===== src/rtl/pc_unit.sv =====
// pc_unit: registered program counter for the fetch stage.
//
// Each enabled cycle the PC is updated from a 3-bit opcode: hold, increment,
// skip (+2), relative branch (add/subtract val), absolute jump, call and
// return. Calls push PC+1 onto a small internal return-address stack.
//
// Ports:
//   clk          clock, all state changes on the rising edge
//   rst          synchronous active-high reset, dominates every other input
//   en           advance strobe; 0 holds all state and clears wrap
//   op[2:0]      operation select (sampled when en=1)
//   val[W-1:0]   branch offset (REL) or target address (JMP, CALL)
//   as           REL direction: 0 = add, 1 = subtract
//   pc[W-1:0]    current PC
//   sp           number of occupied stack entries
//   stack_full   sp == STACK_DEPTH
//   stack_empty  sp == 0
//   fault        sticky stack overflow/underflow flag
//   wrap         one-cycle flag: last INC/SKIP/REL left the 0..2^W-1 range
module pc_unit #(
  parameter int          WIDTH       = 8,
  parameter int          STACK_DEPTH = 4,
  parameter int unsigned RESET_VEC   = 0
) (
  input  logic                             clk,
  input  logic                             rst,
  input  logic                             en,
  input  logic [2:0]                       op,
  input  logic [WIDTH-1:0]                 val,
  input  logic                             as,
  output logic [WIDTH-1:0]                 pc,
  output logic [$clog2(STACK_DEPTH+1)-1:0] sp,
  output logic                             stack_full,
  output logic                             stack_empty,
  output logic                             fault,
  output logic                             wrap
);

  localparam int SPW = $clog2(STACK_DEPTH + 1);
  // Entry index width; at least one bit so a depth-1 stack still has an index.
  localparam int IW  = (STACK_DEPTH > 1) ? $clog2(STACK_DEPTH) : 1;

  localparam logic [WIDTH:0] EXT_ONE = WIDTH'(1);
  localparam logic [WIDTH:0] EXT_TWO = WIDTH'(2);

  typedef enum logic [2:0] {
    OP_HOLD = 3'b000,
    OP_INC  = 3'b001,
    OP_REL  = 3'b010,
    OP_JMP  = 3'b011,
    OP_CALL = 3'b100,
    OP_RET  = 3'b101,
    OP_SKIP = 3'b110,
    OP_RSVD = 3'b111
  } op_e;

  logic [WIDTH-1:0] pc_q, pc_d;
  logic [SPW-1:0]   sp_q, sp_d;
  logic             fault_q, fault_d;
  logic             wrap_q, wrap_d;
  logic             push_en;
  logic [WIDTH:0]   ext_sum;
  logic [IW-1:0]    push_idx;
  logic [IW-1:0]    pop_idx;
  logic             full_w;
  logic             empty_w;

  // Small register-file stack: RET must see the top entry in the same cycle
  // (including one pushed on the previous edge), so reads are asynchronous.
  logic [WIDTH-1:0] stack_q [STACK_DEPTH];

  assign full_w   = (sp_q == SPW'(STACK_DEPTH));
  assign empty_w  = (sp_q == '0);
  // sp counts entries, so the free slot is sp and the top is sp-1. Taking the
  // low IW bits first keeps the index in range for power-of-two depths.
  assign push_idx = sp_q[IW-1:0];
  assign pop_idx  = push_idx - IW'(1);

  always_comb begin
    pc_d    = pc_q;
    sp_d    = sp_q;
    fault_d = fault_q;
    wrap_d  = 1'b0;
    push_en = 1'b0;
    ext_sum = '0;
    if (en) begin
      unique case (op_e'(op))
        OP_INC: begin
          ext_sum = {1'b0, pc_q} + EXT_ONE;
          pc_d    = ext_sum[WIDTH-1:0];
          wrap_d  = ext_sum[WIDTH];
        end
        OP_SKIP: begin
          ext_sum = {1'b0, pc_q} + EXT_TWO;
          pc_d    = ext_sum[WIDTH-1:0];
          wrap_d  = ext_sum[WIDTH];
        end
        OP_REL: begin
          // The extra top bit is the carry on add and the borrow on subtract.
          ext_sum = as ? ({1'b0, pc_q} - {1'b0, val})
                       : ({1'b0, pc_q} + {1'b0, val});
          pc_d    = ext_sum[WIDTH-1:0];
          wrap_d  = ext_sum[WIDTH];
        end
        OP_JMP: begin
          pc_d = val;
        end
        OP_CALL: begin
          if (full_w) begin
            fault_d = 1'b1;
          end else begin
            push_en = 1'b1;
            sp_d    = sp_q + SPW'(1);
            pc_d    = val;
          end
        end
        OP_RET: begin
          if (empty_w) begin
            fault_d = 1'b1;
          end else begin
            sp_d = sp_q - SPW'(1);
            pc_d = stack_q[pop_idx];
          end
        end
        OP_HOLD, OP_RSVD: begin
        end
        default: begin
        end
      endcase
    end
  end

  always_ff @(posedge clk) begin
    if (rst) begin
      pc_q    <= WIDTH'(RESET_VEC);
      sp_q    <= '0;
      fault_q <= 1'b0;
      wrap_q  <= 1'b0;
    end else begin
      pc_q    <= pc_d;
      sp_q    <= sp_d;
      fault_q <= fault_d;
      wrap_q  <= wrap_d;
    end
  end

  // Stack entries are never reset; sp=0 makes stale contents unreachable.
  genvar gi;
  generate
    for (gi = 0; gi < STACK_DEPTH; gi++) begin : g_stack
      always_ff @(posedge clk) begin
        if (!rst && push_en && (push_idx == IW'(gi))) begin
          stack_q[gi] <= pc_q + WIDTH'(1);
        end
      end
    end
  endgenerate

  assign pc          = pc_q;
  assign sp          = sp_q;
  assign stack_full  = full_w;
  assign stack_empty = empty_w;
  assign fault       = fault_q;
  assign wrap        = wrap_q;

endmodule


===== config.mk =====
export PLATFORM = sky130hd
export DESIGN_NAME = pc_unit
export DESIGN_NICKNAME = d
export VERILOG_FILES = /design/src/rtl/pc_unit.sv
export SDC_FILE = /design/constraint.sdc
export NUM_CORES = 1
export LEC_CHECK = 0
export BUFFER_PORTS_ARGS = -buffer_cell sky130_fd_sc_hd__buf_2
export CAP_MARGIN = 20
export CORE_ASPECT_RATIO = 0.6
export CORE_UTILIZATION = 46
export CTS_CLUSTER_DIAMETER = 30
export DETAILED_ROUTE_END_ITERATION = 10
export GPL_TIMING_DRIVEN = 0
export PLACE_DENSITY = 0.74
export RECOVER_POWER = 50
export SETUP_SLACK_MARGIN = 0.2
export SYNTH_ARGS = -nofsm -noshare
export SYNTH_HDL_FRONTEND = slang
export SYNTH_SLANG_ARGS = --single-unit

===== constraint.sdc =====
create_clock -name clk -period 5.3 [get_ports clk]
set_clock_uncertainty 0.1 [all_clocks]
set_input_delay 0 -clock clk [delete_from_list [all_inputs] [get_ports clk]]
set_output_delay 0 -clock clk [all_outputs]
set_load 0.01 [all_outputs]

# Word-level counts from Yosys, hierarchy flattened
# Memory sizes are Yosys's and may differ from the RTL's.
# Cells that the tools add are included.
[word_totals] regBits=13 ram_bits=32 inputBits=15 out_inout_bits=15 n_memories=1
[mem_list] name="stack_q" words=4 word_bits=8 rd=1 rd_clocked_by_memory_dff=0 wr=1 line="70" source="logic [WIDTH-1:0] stack_q [STACK_DEPTH];"
[classes] bitwise_logic=1 n_mux=31 n_eq_ne=14 reduce_logical=17 addsub=8
[ops] cell="$pmux 8 s6" n=1
[ops] cell="$mux 8" n=5
[ops] cell="$reduce_or 8->1" n=3
[ops] cell="$mux 1" n=16
[ops] cell="$eq 3x3->1 const B" n=4
[ops] cell="$reduce_and 4->1" n=3
[ops] cell="$add 8x1->9 const B" n=1
[ops] cell="$add 8x2->9 const B" n=1
[ops] cell="$add 8x8->9" n=1
[ops] cell="$mux 9" n=1
[ops] cell="$sub 8x8->9" n=1
[ops] cell="$add 8x1->8 const B" n=1
[ops] cell="$ne 2x2->1 const B" n=4
[ops] cell="$eq 3x2->1 const B" n=2
[ops] cell="$mux 2" n=3
[ops] cell="$mux 3" n=2
[ops] cell="$pmux 3 s2" n=1
[ops] cell="$reduce_bool 6->1" n=1
[ops] cell="$logic_and 1x1->1" n=5
[ops] cell="$eq 2x2->1 const B" n=2
[ops] cell="$add 3x1->3 const B" n=1
[ops] cell="$eq 3x1->1 const B" n=1
[ops] cell="$logic_not 3->1" n=1
[ops] cell="$pmux 1 s3" n=1
[ops] cell="other kinds (9)" n=9

# Logic depth before layout (Yosys ltp)
[logic_depth] ltp_word=12 ltp_mapped=11

# Least setup slack after synthesis
# No wires, ideal clock.
[synth_timing] kind="register to register" start="register sp_q[0], in the netlist sp[0]" end="memory stack_q[0][0], enable pin" path_slack_ns=3.102 stages_incl_launch_ff=7 synth_period_minus_slack_ns=2.198 arrival_time_ns=1.766 required_time_ns=4.868 path_cell_list="dfxtp_1 > buf_6 > inv_1 > ha_1 > and2_1 > nor4_1 > and2_1"
[synth_via] elab_chain_len=12
[synth_lines] item="start, declared" line="58" source="logic [SPW-1:0] sp_q, sp_d;"
[synth_lines] item="start signal, assigned" line="141" source="sp_q <= sp_d;"
[synth_lines] item="$eq 3x3->1 (*)" line="72" source="assign full_w = (sp_q == SPW'(STACK_DEPTH));"
[synth_lines] item="net stack_full" line="33" source="output logic stack_full,"
[synth_lines] item="$mux 1 (*)" line="109" source="if (full_w) begin"
[synth_lines] item="$mux 1 (*)" line="87" source="unique case (op_e'(op))"
[synth_lines] item="$mux 1 (*)" line="86" source="if (en) begin"
[synth_lines] item="$logic_and 1x1->1 (*)" line="152" source="if (!rst && push_en && (push_idx == IW'(gi))) begin"
[synth_lines] item="$logic_and 1x1->1" line="152"
[synth_lines] item="$mux 1" line="152"
[synth_lines] item="$mux 1 (implied by the code)" line="153" source="stack_q[gi] <= pc_q + WIDTH'(1);"
[synth_lines] item="$reduce_or 8->1 (no source line)"
[synth_lines] item="$mux 2 (no source line) / $mux 1 (equally long branches) (3 in series)"
[synth_lines] item="end, declared" line="70"
# The timed path passes the listed nets; every way through them passes the cells marked *.

# Worst setup path in the final report
[layout_timing] start="register sp_q[0], in the netlist sp[0]" end="memory stack_q[0][7], enable pin"
[layout_via] elab_chain_len=12
[layout_lines] item="$eq 3x3->1" line="72"
[layout_lines] item="$mux 1" line="109"
[layout_lines] item="$mux 1" line="87"
[layout_lines] item="$mux 1" line="86"
[layout_lines] item="$logic_and 1x1->1 (2 in series)" line="152"
[layout_lines] item="$mux 1" line="152"
[layout_lines] item="$mux 1 (implied by the code)" line="153"
[layout_lines] item="$reduce_or 8->1 (no source line)"
[layout_lines] item="$mux 2 (no source line) / $mux 1 (equally long branches) (3 in series)"
# Parallel ways exist; a longest one is shown, timed or not.

==> impl_metrics.csv <==
group,metric,value,unit
routing,wire_per_inst,18.1,um
clock_tree,clockBufferDepth,2,
power,seqPwrFrac,47.4,%
cells_and_area,finish.utilization,53.6,%
global_route,grt.total_usage,23.1,%
place,io_buffers,27,
power,swShare,28.3,%
routing,routed_wl,7.31,mm
routing,drt_first_pass_iters,5,
synthesis,synth.avg_cell_area,10.5,um2
power,power,0.000837,W
timing,post-route-period-util,57.6,%
routing,drt_iter0_drc,262,
place,dp_hpwl,5.68,mm
cells_and_area,final_cell_mix,"32 x edfxtp_1, 25 x nor2_1, 21 x clkbuf_1",
floorplanning,start_util,48.0,%
timing,slew_headroom,54.7,%
clock_tree,cts.clk_slew.worst_paths,0.09,ns
cells_and_area,drive_gt1_share,11.0,%
power,clkPwrFrac,30.7,%
routing,dr_total_vias,2366,
place,dpl_worst_slack,2.71,ns
routing,drc,0,
power,ir_worst_vdd,0.000158,V
timing,worst_slew_pin_slew,0.679,ns
cells_and_area,diodes,0,
clock_tree,cts_setup_buffers,0,
clock_tree,hold_buffers,2,
routing,ant_nets,0,
timing,slew_viol_final,0,
clock_tree,insertion_delay,0.30,ns
timing,fin_ws,2.25,ns
place,place_congestion,0.942,
synthesis,synthFlopType,"edfxtp_1",
clock_tree,cts_tree,"yes",
clock_tree,clock_sinks,45,
synthesis,syn_area,2960,um2
routing,viasPerCell,5.87,
timing,rsz0062_at_grt,"no",
floorplanning,io_pins,30,
timing,period_needed,3.05,ns
floorplanning,die_area,6770,um2
setup_path,cp-start-kind,"flip-flop",
synthesis,async_reset_ff_share,0,%
cells_and_area,nets,350,
hold_path,hold_class,"input pin to flip-flop",
floorplanning,die_h,64.1,um
run_status,status,"finished clean",
synthesis,ys_ff_latch,45,
power,p_sw,0.000237,W
clock_tree,cts_buffers,5,
global_route,grt_pass1_wl,11.6,mm
cells_and_area,n_fill_cell,567,
floorplanning,fp-row-count,22,
global_route,gr-total-overflow,0,
cells_and_area,final_common_cell,"edfxtp_1",
setup_path,cp.required,5.14,ns
synthesis,syn_inst,282,
cells_and_area,syn2layout_area_growth,11.7,%
clock_tree,cts_root_buffer,"clkbuf_8",
clock_tree,htreeDepth,2,
cells_and_area,multi_input_area,1610,um2
synthesis,ys_types,59,
setup_path,cp-end-kind,"flip-flop",
setup_path,cp_data_arrival_time,2.90,ns
timing,finalSetupViolCount,0,
run,drv_cap,0,
power,p_leak,1.24,nW
clock_tree,cts_resized,0,
power,p_int,0.000600,W
global_route,grt_max_degree,15,
global_route,antenna_found_initial,0,
timing,setup-tns-final,0,ns
timing,finalHoldViolCount,0,
synthesis,synth_nets,314,
power,p_comb_share,21.9,%
synthesis,yosysSeqAreaShare,41.3,%
setup_path,cp_max_fo,10,
floorplanning,fp.dieW,106,um
power,power_density,253,nW/um2
synthesis,synth_edf_count,32,
global_route,grt_pass1_vias,2117,
cells_and_area,register_area,1220,um2
setup_path,crit_type,"flip-flop to flip-flop",
synthesis,yosys_warnings,0,
floorplanning,core-area,6170,um2
timing,max_freq,0.328,GHz
==> critical path, stage by stage, from the launching register on <==
cell and delay, ns:
dfxtp_1 0.40, clkbuf_1 0.55, inv_1 0.22, ha_1 0.29
and2_0 0.21, nor4_1 0.44, and2_1 0.49
==> flip-flops by register name, indices dropped and copies added, names as in the netlist <==
signal	cells
fault	1
pc	8
sp	3
stack_q	32
wrap	1
==> cells in the mapped netlist (3+ instances only) <==
master / instances / share of area (%)
clkbuf_1: 6 / 0.76
xor2_1: 11 / 3.3
dfxtp_1: 13 / 8.8
nor2_1: 25 / 3.2
a211oi_1: 4 / 1.0
xnor2_1: 15 / 4.4
nor3_1: 3 / 0.51
and2_1: 6 / 1.3
ha_1: 15 / 6.3
nand2_1: 19 / 2.4
mux2i_1: 5 / 1.7
mux4_1: 7 / 6.2
nand3_1: 7 / 1.2
buf_4: 3 / 0.76
and3_1: 4 / 0.85
nand2b_1: 3 / 0.63
edfxtp_1: 32 / 32
a21oi_1: 12 / 2.0
a31oi_1: 6 / 1.3
o211ai_1: 4 / 1.0
inv_1: 9 / 1.1
o21ai_0: 16 / 2.7
buf_2: 3 / 0.51
nor2b_1: 7 / 1.5
==> final timing paths <==
path | from | endpoint | slack, ns | cells past startpoint
worst max-delay path | sp[0] | stack_q[0][7] | 2.25 | 6
worst min-delay path | val[7] | pc[7] | 0.06 | 5
worst max register to register | sp[0] | stack_q[0][7] | 2.25 | 6
worst min register to register | fault | fault | 0.38 | 2
==> metrics by stage <==
| step | instance area, um2 | std cells | hold slack (ns) |
|---|---|---|---|
| 2_1_floorplan | 2960 | 282 | 0.0549 |
| 3_3_place_gp | 3200 | 393 | 0.229 |
| 3_5_place_dp | 3200 | 393 | 0.246 |
| 4_1_cts | 3330 | 403 | 0.0585 |
| 5_1_grt | 3310 | 403 | 0.0872 |
| 6_report | 3310 | 403 | 0.0625 |
==> kinds of logic after synthesis <==
group                    share of synthesized area [%]
AND/OR/NAND/NOR                                   14.8
AO/OA/AOI/OAI                                     15.5
flip-flops                                        41.3
XOR/XNOR                                          7.69
buffers and inverters                             4.44
adder cells (fa/ha/maj)                           7.69
multiplexers                                      8.66
==> per-layer routing <==
layer | GRT usage [%] | vias to the layer above | share of wire, %
met5 | 0 | - | 0
met4 | 2.78 | 0 | 0.25
met3 | 7.45 | 4 | 11
met2 | 31.2 | 108 | 39
met1 | 36.1 | 1127 | 50
li1 | - | 1127 | -
==> power by group through the flow <==
stage	logic (W)	clock network [W]	registers [W]
3_3_place_gp	0.000175	0	0.000404
6_report	0.000183	0.000257	0.000397
3_5_place_dp	0.000180	0	0.000404
5_1_grt	0.000203	0.000279	0.000398
2_1_floorplan	0.000127	0	0.000404
4_1_cts	0.000182	0.000261	0.000396
==> area by class of cell <==
| class | count | share of cell area (%) |
|---|---|---|
| timing repair buffer | 29 | 4.16 |
| clock inverter | 3 | 1.25 |
| inverter | 9 | 1.02 |
| tap | 84 | 3.18 |
| sequential | 45 | 36.9 |
| clock buffer | 5 | 2.08 |
| buffer | 16 | 2.73 |
| multi-input combinational | 212 | 48.6 |
Power figures use the tool's default switching activity.
